==> config.mk <==
export PLATFORM = sky130hd
export DESIGN_NAME = mips_prog_loader_flat
export DESIGN_NICKNAME = d
export VERILOG_FILES = /design/src/rtl/mips_prog_loader_pkg.sv /design/src/rtl/mips_prog_loader_if.sv /design/src/rtl/mips_prog_loader_byte_word_packer.sv /design/src/rtl/mips_prog_loader.sv /design/src/flat_wrapper.sv
export SDC_FILE = /design/constraint.sdc
export NUM_CORES = 1
export LEC_CHECK = 0
export CAP_MARGIN = 15
export CORE_ASPECT_RATIO = 0.6
export CORE_MARGIN = 2
export CORE_UTILIZATION = 46
export DETAILED_ROUTE_END_ITERATION = 6
export PLACE_DENSITY = 0.87
export SLEW_MARGIN = 40
export SYNTH_ARGS = -nofsm -noshare
export SYNTH_HDL_FRONTEND = slang
export SYNTH_SLANG_ARGS = --single-unit
==> constraint.sdc <==
create_clock -name clk1 -period 2.9 [get_ports clk1]
set_input_delay 0.725 -clock clk1 [delete_from_list [all_inputs] [get_ports clk1]]
set_output_delay 0.725 -clock clk1 [all_outputs]
set_load 0.005 [all_outputs]
==> src/rtl/mips_prog_loader_pkg.sv <==
// Shared MIPS32 definitions: loader state encoding, the HLT opcode and
// the helper that recognises an end-of-program word.
package mips_prog_loader_pkg;

  typedef enum logic [2:0] {
    ST_IDLE   = 3'd0,
    ST_LOAD   = 3'd1,
    ST_COMMIT = 3'd2,
    ST_DONE   = 3'd3,
    ST_ERR    = 3'd4
  } ldr_state_t;

  localparam logic [5:0] HLT_OPCODE = 6'h3F;

  function automatic logic is_hlt(input logic [31:0] word, input logic [5:0] op);
    return (word[31:26] == op);
  endfunction

endpackage

==> src/rtl/mips_prog_loader_if.sv <==
// Byte-source, instruction-memory and processor-control bundle of the loader.
interface mips_prog_loader_if #(parameter int ADDR_W = 10);

  logic              load_req;
  logic              byte_valid;
  logic [7:0]        byte_data;
  logic              byte_ready;
  logic              mem_we;
  logic [ADDR_W-1:0] mem_addr;
  logic [31:0]       mem_wdata;
  logic              cpu_hold;
  logic              cpu_start;
  logic [ADDR_W:0]   word_count;
  logic              load_err;

  modport slave (
    input  load_req, byte_valid, byte_data,
    output byte_ready, mem_we, mem_addr, mem_wdata,
           cpu_hold, cpu_start, word_count, load_err
  );

  modport master (
    output load_req, byte_valid, byte_data,
    input  byte_ready, mem_we, mem_addr, mem_wdata,
           cpu_hold, cpu_start, word_count, load_err
  );

endinterface

==> src/rtl/mips_prog_loader_byte_word_packer.sv <==
// Packs accepted bytes MSB-first into a 32-bit word; flags the 4th byte.
module byte_word_packer (
  input  logic        clk,
  input  logic        rst,
  input  logic        i_clr,
  input  logic        i_shift,
  input  logic [7:0]  i_byte,
  output logic [31:0] o_word_next,
  output logic        o_word_done
);

  logic [1:0]  r_cnt;
  logic [23:0] r_sr;
  logic [31:0] w_word_next;

  // Only the first three bytes are held; the 4th completes the word on the fly.
  assign w_word_next = {r_sr, i_byte};
  assign o_word_next = w_word_next;
  assign o_word_done = i_shift && (r_cnt == 2'd3);

  always_ff @(posedge clk) begin
    if (rst || i_clr) begin
      r_cnt <= 2'd0;
    end else if (i_shift) begin
      r_cnt <= r_cnt + 2'd1;
    end
  end

  always_ff @(posedge clk) begin
    if (i_shift) begin
      r_sr <= w_word_next[23:0];
    end
  end

endmodule

==> src/rtl/mips_prog_loader.sv <==
// Streams a byte-serial program into instruction memory while holding the
// processor, then releases it once the HLT word has been written.
module mips_prog_loader
  import mips_prog_loader_pkg::*;
#(
  parameter int         ADDR_W = 10,
  parameter logic [5:0] HLT_OP = HLT_OPCODE
) (
  input  logic               clk1,
  input  logic               rst,
  mips_prog_loader_if.slave  bus
);

  localparam logic [ADDR_W-1:0] ADDR_ONE = {{(ADDR_W-1){1'b0}}, 1'b1};
  localparam logic [ADDR_W-1:0] ADDR_MAX = {ADDR_W{1'b1}};
  localparam logic [ADDR_W:0]   WC_ONE   = {{ADDR_W{1'b0}}, 1'b1};

  ldr_state_t        r_state;
  logic              r_byte_ready;
  logic              r_mem_we;
  logic [ADDR_W-1:0] r_addr;
  logic [31:0]       r_wdata;
  logic              r_hold;
  logic              r_start;
  logic [ADDR_W:0]   r_wc;
  logic              r_err;

  logic              w_shift;
  logic              w_clr;
  logic              w_word_done;
  logic [31:0]       w_word_next;
  logic              w_idle_like;

  assign w_idle_like = (r_state == ST_IDLE) || (r_state == ST_DONE) || (r_state == ST_ERR);
  assign w_shift     = (r_state == ST_LOAD) && bus.byte_valid && r_byte_ready;
  assign w_clr       = w_idle_like && bus.load_req;

  byte_word_packer u_packer (
    .clk         (clk1),
    .rst         (rst),
    .i_clr       (w_clr),
    .i_shift     (w_shift),
    .i_byte      (bus.byte_data),
    .o_word_next (w_word_next),
    .o_word_done (w_word_done)
  );

  always_ff @(posedge clk1) begin
    if (rst) begin
      r_state      <= ST_IDLE;
      r_byte_ready <= 1'b0;
      r_mem_we     <= 1'b0;
      r_addr       <= '0;
      r_wdata      <= '0;
      r_hold       <= 1'b1;
      r_start      <= 1'b0;
      r_wc         <= '0;
      r_err        <= 1'b0;
    end else begin
      r_start  <= 1'b0;
      r_mem_we <= 1'b0;
      case (r_state)
        ST_IDLE, ST_DONE, ST_ERR: begin
          if (bus.load_req) begin
            r_state      <= ST_LOAD;
            r_addr       <= '0;
            r_wc         <= '0;
            r_err        <= 1'b0;
            r_hold       <= 1'b1;
            r_byte_ready <= 1'b1;
          end
        end
        ST_LOAD: begin
          if (w_word_done) begin
            r_state      <= ST_COMMIT;
            r_byte_ready <= 1'b0;
            r_mem_we     <= 1'b1;
            r_wdata      <= w_word_next;
          end
        end
        ST_COMMIT: begin
          r_wc <= r_wc + WC_ONE;
          if (is_hlt(r_wdata, HLT_OP)) begin
            r_state <= ST_DONE;
            r_start <= 1'b1;
            r_hold  <= 1'b0;
          end else if (r_addr == ADDR_MAX) begin
            // Memory full without a HLT word: refuse to run the program.
            r_state <= ST_ERR;
            r_err   <= 1'b1;
          end else begin
            r_state      <= ST_LOAD;
            r_addr       <= r_addr + ADDR_ONE;
            r_byte_ready <= 1'b1;
          end
        end
        default: r_state <= ST_IDLE;
      endcase
    end
  end

  assign bus.byte_ready = r_byte_ready;
  assign bus.mem_we     = r_mem_we;
  assign bus.mem_addr   = r_addr;
  assign bus.mem_wdata  = r_wdata;
  assign bus.cpu_hold   = r_hold;
  assign bus.cpu_start  = r_start;
  assign bus.word_count = r_wc;
  assign bus.load_err   = r_err;

endmodule
==> src/flat_wrapper.sv <==
// flat-port wrapper written by rule: the top's interface ports become plain ports
module mips_prog_loader_flat import mips_prog_loader_pkg::*;
#(
  parameter int         ADDR_W = 10,
  parameter logic [5:0] HLT_OP = HLT_OPCODE
)
  (clk1, rst, bus_load_req, bus_byte_valid, bus_byte_data, bus_byte_ready, bus_mem_we, bus_mem_addr, bus_mem_wdata, bus_cpu_hold, bus_cpu_start, bus_word_count, bus_load_err);
  mips_prog_loader_if #(.ADDR_W(ADDR_W)) bus_i ();
  input  logic clk1;
  input  logic rst;
  input wire logic [$bits(bus_i.load_req)-1:0] bus_load_req;
  input wire logic [$bits(bus_i.byte_valid)-1:0] bus_byte_valid;
  input wire logic [$bits(bus_i.byte_data)-1:0] bus_byte_data;
  output wire logic [$bits(bus_i.byte_ready)-1:0] bus_byte_ready;
  output wire logic [$bits(bus_i.mem_we)-1:0] bus_mem_we;
  output wire logic [$bits(bus_i.mem_addr)-1:0] bus_mem_addr;
  output wire logic [$bits(bus_i.mem_wdata)-1:0] bus_mem_wdata;
  output wire logic [$bits(bus_i.cpu_hold)-1:0] bus_cpu_hold;
  output wire logic [$bits(bus_i.cpu_start)-1:0] bus_cpu_start;
  output wire logic [$bits(bus_i.word_count)-1:0] bus_word_count;
  output wire logic [$bits(bus_i.load_err)-1:0] bus_load_err;
  assign bus_i.load_req = bus_load_req;
  assign bus_i.byte_valid = bus_byte_valid;
  assign bus_i.byte_data = bus_byte_data;
  assign bus_byte_ready = bus_i.byte_ready;
  assign bus_mem_we = bus_i.mem_we;
  assign bus_mem_addr = bus_i.mem_addr;
  assign bus_mem_wdata = bus_i.mem_wdata;
  assign bus_cpu_hold = bus_i.cpu_hold;
  assign bus_cpu_start = bus_i.cpu_start;
  assign bus_word_count = bus_i.word_count;
  assign bus_load_err = bus_i.load_err;
  mips_prog_loader #(.ADDR_W(ADDR_W), .HLT_OP(HLT_OP)) u_core (.clk1(clk1), .rst(rst), .bus(bus_i));
endmodule
* Word-level counts from Yosys, hierarchy flattened *
Index checks and enable logic that the tools add are counted.

word-level totals
  memory bits (read-only) = 0
  logic and storage cells = 73
  memories = 0
  bits in latches = 0
  bits in writable memories = 0
  input port bits = 12
  output and inout bits = 58
  flip-flop bits (word level) = 87

cells by class
  bitwise operators = 2
  reduce and logical (&&, ||, !) cells = 20
  magnitude comparators = 0
  add/sub/neg operators = 3
  equality and inequality tests = 13
  $mul = 0
  divide/modulo/power cells = 0
  shifts and indexed selects = 0
  muxes and demuxes = 24

operators with widths
  operator                                                                  number
  10-bit 2-to-1 mux                                                         3
  11-bit one-hot mux with 2 select lines                                    1
  10-bit one-hot mux with 2 select lines                                    1
  3-bit 2-to-1 mux                                                          4
  11-bit by 1-bit adder with 11-bit output (second input constant)          1
  11-bit 2-to-1 mux                                                         1
  10-bit by 1-bit adder with 10-bit output (second input constant)          1
  10-bit equality test (second input constant)                              1
  1-bit 2-to-1 mux                                                          10
  3-bit one-hot mux with 3 select lines                                     1
  2-bit inequality test (second input constant)                             4
  4-bit AND reduction                                                       2
  3-bit by 2-bit equality test with 1-bit output (second input constant)    2
  6-bit equality test (second input constant)                               1
  2-bit AND reduction                                                       3
  5-bit AND reduction                                                       1
  1-bit logical AND                                                         4
  2-bit by 1-bit inequality test with 1-bit output (second input constant)  2
  1-bit one-hot mux with 2 select lines                                     2
  2-bit OR reduction                                                        2
  3-bit by 1-bit equality test with 1-bit output (second input constant)    1
  3-bit equality test (second input constant)                               1
  3-bit zero test                                                           1
  1-bit logical OR                                                          3
  other kinds (8)                                                           9

* Logic depth before layout (Yosys ltp) *
Gate-level depths: netlist of run 1.

  word-level depth = 6
  gate-level depth with buffers = 8
  mapped depth without buffers = 6

* By module *
A second synthesis of run 1 with hierarchy kept.

second synthesis, totals
  cells, all modules = 365
  area, all modules = 3,478.3 um^2

modules (own cells, without submodules)
  module            cells each  instances  seq. area each (um^2)  area an instance (um^2)
  mips_prog_loader  325         1          1,221.2                2,598.7
  byte_word_packer  40          1          760.7                  879.6

* Worst setup path before layout of run 1 *
No wires, ideal clock.

  path type = input port to flip-flop
  start point = input port bus_byte_valid
  end point = register u_core.r_wdata[27] (netlist: u_core.bus.mem_wdata[27])
  required time = 2,766 ps
  path buffers = 1
  stages = 6
  setup time = 134 ps
  slack = 115 ps
  arrival time = 2,652 ps
  cell sequence = nand3_1 > nor3_2 > nand2_1 > clkbuf_1 > nand2_1 > a21oi_1

between the ends
  cells in the longest elaborated chain, start to end = 4

RTL lines
  item                                  line                                     text
  from (decl)                           flat_wrapper.sv:12                       input wire logic [$bits(bus_i.byte_valid)-1:0] bus_byte_valid;
  1-bit logical AND (2 in series)       mips_prog_loader.sv:35                   assign w_shift = (r_state == ST_LOAD) && bus.byte_valid && r_byte_ready;
  net u_core.u_packer.i_shift           mips_prog_loader_byte_word_packer.sv:6   input logic i_shift,
  1-bit logical AND                     mips_prog_loader_byte_word_packer.sv:19  assign o_word_done = i_shift && (r_cnt == 2'd3);
  2-bit AND reduction (no source line)  -
  to (signal assigned)                  mips_prog_loader.sv:78                   r_wdata <= w_word_next;
  to (decl)                             mips_prog_loader.sv:22                   logic [31:0] r_wdata;

The timed path passes the listed nets, and every way through them passes these cells.
A chain may end at the register's enable or synchronous reset.

* Final worst setup path of run 1 *
  start point = input port bus_load_req
  end point = register u_core.r_addr[8] (netlist: u_core.bus.mem_addr[8])

between the ends
  cells in the longest elaborated chain, start to end = 2

RTL lines
  item                                    line                    text
  from (decl)                             flat_wrapper.sv:11      input wire logic [$bits(bus_i.load_req)-1:0] bus_load_req;
  2-bit inequality test (no source line)  -
  4-bit AND reduction (no source line)    -
  to (signal assigned)                    mips_prog_loader.sv:93  r_addr <= r_addr + ADDR_ONE;
  to (decl)                               mips_prog_loader.sv:21  logic [ADDR_W-1:0] r_addr;

Every way passes these cells.

==> results of run 1 <==
[cells by family after synthesis]
| logic type | Yosys count | share of synthesized area (%) |
|---|---|---|
| AO/OA/AOI/OAI | 85 | 15.17 |
| XOR/XNOR | 1 | 0.2547 |
| adder cells (fa/ha/maj) | 3 | 1.091 |
| buffers and inverters | 23 | 3.492 |
| flip-flops | 87 | 57.62 |
| multiplexers | 2 | 0.7274 |
| AND/OR/NAND/NOR | 146 | 21.64 |
[cells in the mapped netlist (2+ instances only)]
cell      instances
nand3b_1          5
buf_2             3
o21ai_0           4
o21ai_2           3
a311oi_1          3
nor3_1            6
nand2_1          83
nor3_4            2
buf_4             4
edfxtp_1         24
dfxtp_1          63
ha_1              3
o31ai_1           3
a21oi_1          49
nand4b_1          2
a31oi_1           6
buf_6             2
nand4_1           5
nand2b_1          4
and3_1            3
nor2_2            2
inv_1             4
clkbuf_1         10
nand3_1           6
nor2_1           14
a21bo_1           2
a21o_1            3
[report_power, final]
group	internal, mW	switching (mW)
clock	0.696	0.472
combinational	0.0281	0.0447
sequential	1.26	0.00969
[registers in the layout, summed over array words and instances, names as in the netlist]
signal and cells:
u_core.bus.byte_ready 1, u_core.bus.load_err 1, u_core.bus.cpu_hold 1, u_core.r_state 3, u_core.bus.mem_wdata 32, u_core.u_packer.r_cnt 2
u_core.bus.cpu_start 1, u_core.u_packer.r_sr 24, u_core.bus.word_count 11, u_core.bus.mem_we 1, u_core.bus.mem_addr 10
[through the flow]
stage | cell area [sq um] | setup slack [ns]
after floorplan | 3440 | 0.1146
after global placement | 4194 | 0.4856
after detailed placement | 4194 | 0.4128
after CTS | 4501 | 0.7272
after global routing | 4501 | 0.6018
final | 4501 | 0.7037
[area by class of cell]
| type | instances | area (sq um) |
|---|---|---|
| Tap cell | 104 | 130.1 |
| Clock buffer | 10 | 239.0 |
| Inverter | 4 | 15.01 |
| Sequential cell | 87 | 1982 |
| Fill cell | 629 | 2766 |
| Multi-Input combinational cell | 237 | 1344 |
| Clock inverter | 6 | 67.56 |
| Timing Repair Buffer | 74 | 723.2 |
[per-layer routing]
layer / global-route usage [%] / part of all wire (%) / vias to the layer above
li1: - / - / 1362
met1: 27.80 / 48 / 1315
met2: 31.45 / 44 / 99
met3: 5.741 / 6.6 / 13
met4: 7.275 / 1.5 / 0
met5: 0 / 0 / -
[worst reg2reg max path, cell delays in order, from the launching register on]
cell	delay, ns
dfxtp_1	0.59
or3b_1	0.68
nor2_8	0.27
o21ai_2	0.10
a2111oi_2	0.40
[final timing paths]
check	start	endpoint	slack [ns]	cells past startpoint
worst max-delay path	bus_load_req	u_core.bus.mem_addr[8]$_SDFFE_PP0P_	0.70	6
worst min-delay path	u_core.u_packer.r_sr[2]$_DFFE_PP_	u_core.u_packer.r_sr[10]$_DFFE_PP_	0.45	0
worst max register to register	u_core.r_state[1]$_SDFFE_PP0P_	u_core.bus.mem_addr[6]$_SDFFE_PP0P_	0.75	4
worst min register to register	u_core.u_packer.r_sr[2]$_DFFE_PP_	u_core.u_packer.r_sr[10]$_DFFE_PP_	0.45	0
==> results.ini, run 1 <==
[cells_and_area]
final_cells = 522
area.growth.synth_to_final_pct = 30.85
nNetsFinal = 428
layout_commonest_cell = nand2_1
n_antenna_cell = 0
layout_common_cells = 83 x nand2_1, 68 x clkdlybuf4s50_1, 63 x dfxtp_1
utilization_pct = 61.93
drive_gt1_share_pct = 9.091

[timing]
skew_ns = 0.008618
finalHoldViolations = 0
setup_viol = 0
final-max-slew-violation-count = 0
fin_crit_sh_pct = 75.73
worst_pin_slew_ns = 0.6549
max_freq_mhz = 455.3
hold_ws_ns = 0.4505
rsz0062_at_grt = no
layout_min_cycle_time_ns = 2.196
max_slew_margin_pct = 56.34
fin_setup_tns_ns = 0

[clocking]
hold_buffers = 0
cts_buffers = 9
cts_resized = 0
cts_sinks = 87
cts_tree = built
cts_setup_buffers = 0
cts_root_buf = clkbuf_16
clockBufferDepth = 2
cts.htree.levels = 3
clk_latency_ns = 0.33
clk_pin_slew_ns = 0.06

[global_route]
grt_max_degree = 45
grt_pass1_vias = 2736
antenna_found_initial = 0
grt_pass1_wl_microns = 12980
grt.total_usage_pct = 20.42
overflow = 0

[detailed_routing]
drt_iter0_drc = 209
drc = 0
drt_pass1_iterations = 5
routed_wl_microns = 8036
vias = 2789
ant_nets = 0
wire_per_inst_microns = 15.39
via_per_inst = 5.343

[synth]
ys_warn_count = 0
synthCells = 347
syn_area_sq_um = 3440
syn_avg_cell_area_sq_um = 9.912
yosysTopAreaCell = dfxtp_1
async_reset_ff_share_pct = 0
ys.flop_type = dfxtp_1
synth_area_leaders = dfxtp_1 37%, edfxtp_1 21%, nand2_1 9.1%, a21oi_1 7.1%, nor2_1 1.5%
ys_seq_elements = 87
yosysUniqueCellTypes = 56
synth-edff-count = 24
seq_area_frac_synth_pct = 57.62
synth_top_area_share_pct = 36.67
syn-num-nets = 362

[place]
io_buffers = 69
dpl.cell_count = 506
finalWeightedCongestion = 0.8908
hpwl_microns = 5521

[worst_setup_path]
critical_path_class = input pin to flip-flop
arrival_ns = 2.41
cp-start-kind = input pin
path_buf_inv = 1
crit_path_cell_trace = clkdlybuf4s50_1 > nand2b_1 > a21oi_1 > a21o_1 > a41oi_1 > a2111oi_0
cp-end-kind = flip-flop
slowest_delay_ns = 0.60
cp.required_ns = 3.11
cp_slowest_cell = clkdlybuf4s50_1
crit_fanout = 7
crit_family = compound AO/OA/AOI/OAI gates

[die]
num_rows = 24
die-area_sq_um = 8208
start_util_pct = 47.33
fp.dieW_microns = 115.6
ios = 70
die_h_microns = 70.98
core_area_sq_um = 7267

[flow_run]
drv_cap = 0

[pwr]
vdd_drop_max_v = 0.0002796
power_density_nw_per_um2 = 556.7
p_leak_nw = 1.513
power_mw = 2.506

[min_path]
hold_class = flip-flop to flip-flop

[status]
outcome = finished clean

Note: power is estimated with default switching activity, not from simulation.
==> inputs of run 2 (changes only) <==
--- a/config.mk
+++ b/config.mk
@@ -8,9 +8,9 @@
 export CAP_MARGIN = 15
 export CORE_ASPECT_RATIO = 0.6
 export CORE_MARGIN = 2
-export CORE_UTILIZATION = 46
+export CORE_UTILIZATION = 51
 export DETAILED_ROUTE_END_ITERATION = 6
-export PLACE_DENSITY = 0.87
+export PLACE_DENSITY = 0.9
 export SLEW_MARGIN = 40
 export SYNTH_ARGS = -nofsm -noshare
 export SYNTH_HDL_FRONTEND = slang
==> constraint.sdc (replaced) <==
create_clock -name clk1 -period 2.1 [get_ports clk1]
set_input_delay 0.525 -clock clk1 [delete_from_list [all_inputs] [get_ports clk1]]
set_output_delay 0.525 -clock clk1 [all_outputs]
set_load 0.005 [all_outputs]
==> results.ini, run 2 (synthesis gave the netlist of run 1 again) <==
[worst_setup_path]
crit_path_cell_trace = clkdlybuf4s50_1
cp_slowest_cell = clkdlybuf4s50_1
r2r_end = u_core.bus.mem_addr[7]$_SDFFE_PP0P_
r2r_start = u_core.r_state[1]$_SDFFE_PP0P_
arrival_ns = 1.40
r2r_slack_ns = 0.18
worst_r2r_path_depth = 4
crit_fanout = 8
cp-start-kind = flip-flop
path_buf_inv = 1
cp-end-kind = output pin
slowest_delay_ns = 0.55
cp.required_ns = 1.57
critical_path_class = flip-flop to output pin
crit_family = buffers and inverters

[detailed_routing]
via_per_inst = 5.544
routed_wl_microns = 7894
ant_nets = 0
drc = 0
vias = 2872
drt_iter0_drc = 215
wire_per_inst_microns = 15.24
drt_pass1_iterations = 5

[cells_and_area]
fill_cells = 511
area.growth.synth_to_final_pct = 31.18
layout_common_cells = 82 x nand2_1, 68 x clkdlybuf4s50_1, 63 x dfxtp_1
drive_gt1_share_pct = 12.30
final_cells = 518
largest_reg_flops = 32
nNetsFinal = 441
layout_commonest_cell = nand2_1
n_antenna_cell = 0

[clocking]
cts_sinks = 87
cts_tree = built
clk_pin_slew_ns = 0.09
clockBufferDepth = 2
cts_buffers = 9
cts_root_buf = clkbuf_8
clk_latency_ns = 0.36
cts.htree.levels = 3

[global_route]
grt.met3_usage_pct = 7.819
grt.met1_usage_pct = 31.32
overflow = 0
antenna_found_initial = 0
grt_pass1_vias = 2481
grt_max_degree = 38
grt.total_usage_pct = 22.15
use_met2_pct = 31.98
busiest_layer = met2
grt_pass1_wl_microns = 12260

[timing]
rsz0062_at_grt = no
finalHoldViolations = 0
fin_crit_sh_pct = 91.68
max_slew_margin_pct = 62.24
fin_setup_tns_ns = 0
max_freq_mhz = 519.4
final-max-slew-violation-count = 0
skew_ns = 0.009280
setup_viol = 0
worst_pin_slew_ns = 0.5663
layout_min_cycle_time_ns = 1.925

[place]
hpwl_microns = 5643
dpl.cell_count = 501
finalWeightedCongestion = 0.9991
io_buffers = 69

[die]
die-area_sq_um = 7438
fp.dieW_microns = 110.0
ios = 70
start_util_pct = 52.19
die_h_microns = 67.61
core_area_sq_um = 6590
num_rows = 23

[pwr]
power_density_nw_per_um2 = 675.8
power_mw = 3.049
p_leak_nw = 1.536
vdd_drop_max_v = 0.0005899

[min_path]
min_from = u_core.u_packer.r_sr[4]$_DFFE_PP_
whs_endpoint = u_core.u_packer.r_sr[12]$_DFFE_PP_
hold_class = flip-flop to flip-flop
whs_path_depth = 0

[status]
outcome = finished clean

[flow_run]
drv_cap = 0

==> run 2: cell types whose count changed in the layout (fill, tap and decap cells not counted), sizes merged <==
cell	change
buf	+13
clkbuf	-1
clkinv	-1
clkinvlp	+1
inv	+1
==> run 2: layer usage <==
layer	part of all wire, %	routed length (microns)	up-vias
li1	-	-	1388
met1	47	3718	1352
met2	44	3463	120
met3	7.4	586	12
met4	1.6	125	0
met5	0	0	-
==> run 2: power breakdown <==
group / internal (mW) / switching, mW
Sequential: 1.73 / 0.00800
Clock: 0.562 / 0.626
Combinational: 0.0497 / 0.0717
Total: 2.34 / 0.705
==> run 2: layout make-up <==
class	instances	area [sq um]	share of cell area, %
Clock buffer	9	123.9	2.745
Clock inverter	7	77.57	1.719
Inverter	4	15.01	0.3328
Multi-Input combinational cell	237	1359	30.12
Sequential cell	87	1982	43.93
Tap cell	87	108.9	2.413
Timing Repair Buffer	87	845.8	18.75
==> run 2: what timing repair did <==
item / 4_1_cts / 5_1_grt
buffers inserted: 0 / 1
resized for setup: 0 / 0
endpoints found under the setup margin: 0 / 5
hold buffers: 0 / 0
==> run 2: worst max-delay path by stage <==
stage                     cells after the start                                    end                             startpoint  slack (ns)
after floorplan                               7  u_core.bus.mem_wdata[22]$_SDFFE_PP0P_                         bus_byte_valid     -0.0007
after global placement                        4     u_core.u_packer.r_sr[13]$_DFFE_PP_                         bus_byte_valid        0.03
after detailed placement                      7  u_core.bus.mem_wdata[17]$_SDFFE_PP0P_                         bus_byte_valid       -0.07
after CTS                                     6    u_core.bus.mem_addr[9]$_SDFFE_PP0P_    u_core.bus.mem_addr[0]$_SDFFE_PP0P_        0.15
after global routing                          6    u_core.bus.mem_addr[7]$_SDFFE_PP0P_    u_core.bus.mem_addr[0]$_SDFFE_PP0P_        0.04
final                                         1                      bus_word_count[2]  u_core.bus.word_count[2]$_SDFFE_PP0P_        0.17
==> run 2: through the flow <==
stage	area [sq um]	utilization [%]	setup slack, ns	hold WS, ns
2_1_floorplan	3478	-	-0.0007376	0.4262
3_3_place_gp	4303	65.29	0.03427	0.4313
3_5_place_dp	4303	65.29	-0.07026	0.4335
4_1_cts	4504	68.35	0.1476	0.4472
5_1_grt	4512	68.46	0.04272	0.4611
6_report	4512	68.46	0.1747	0.4559
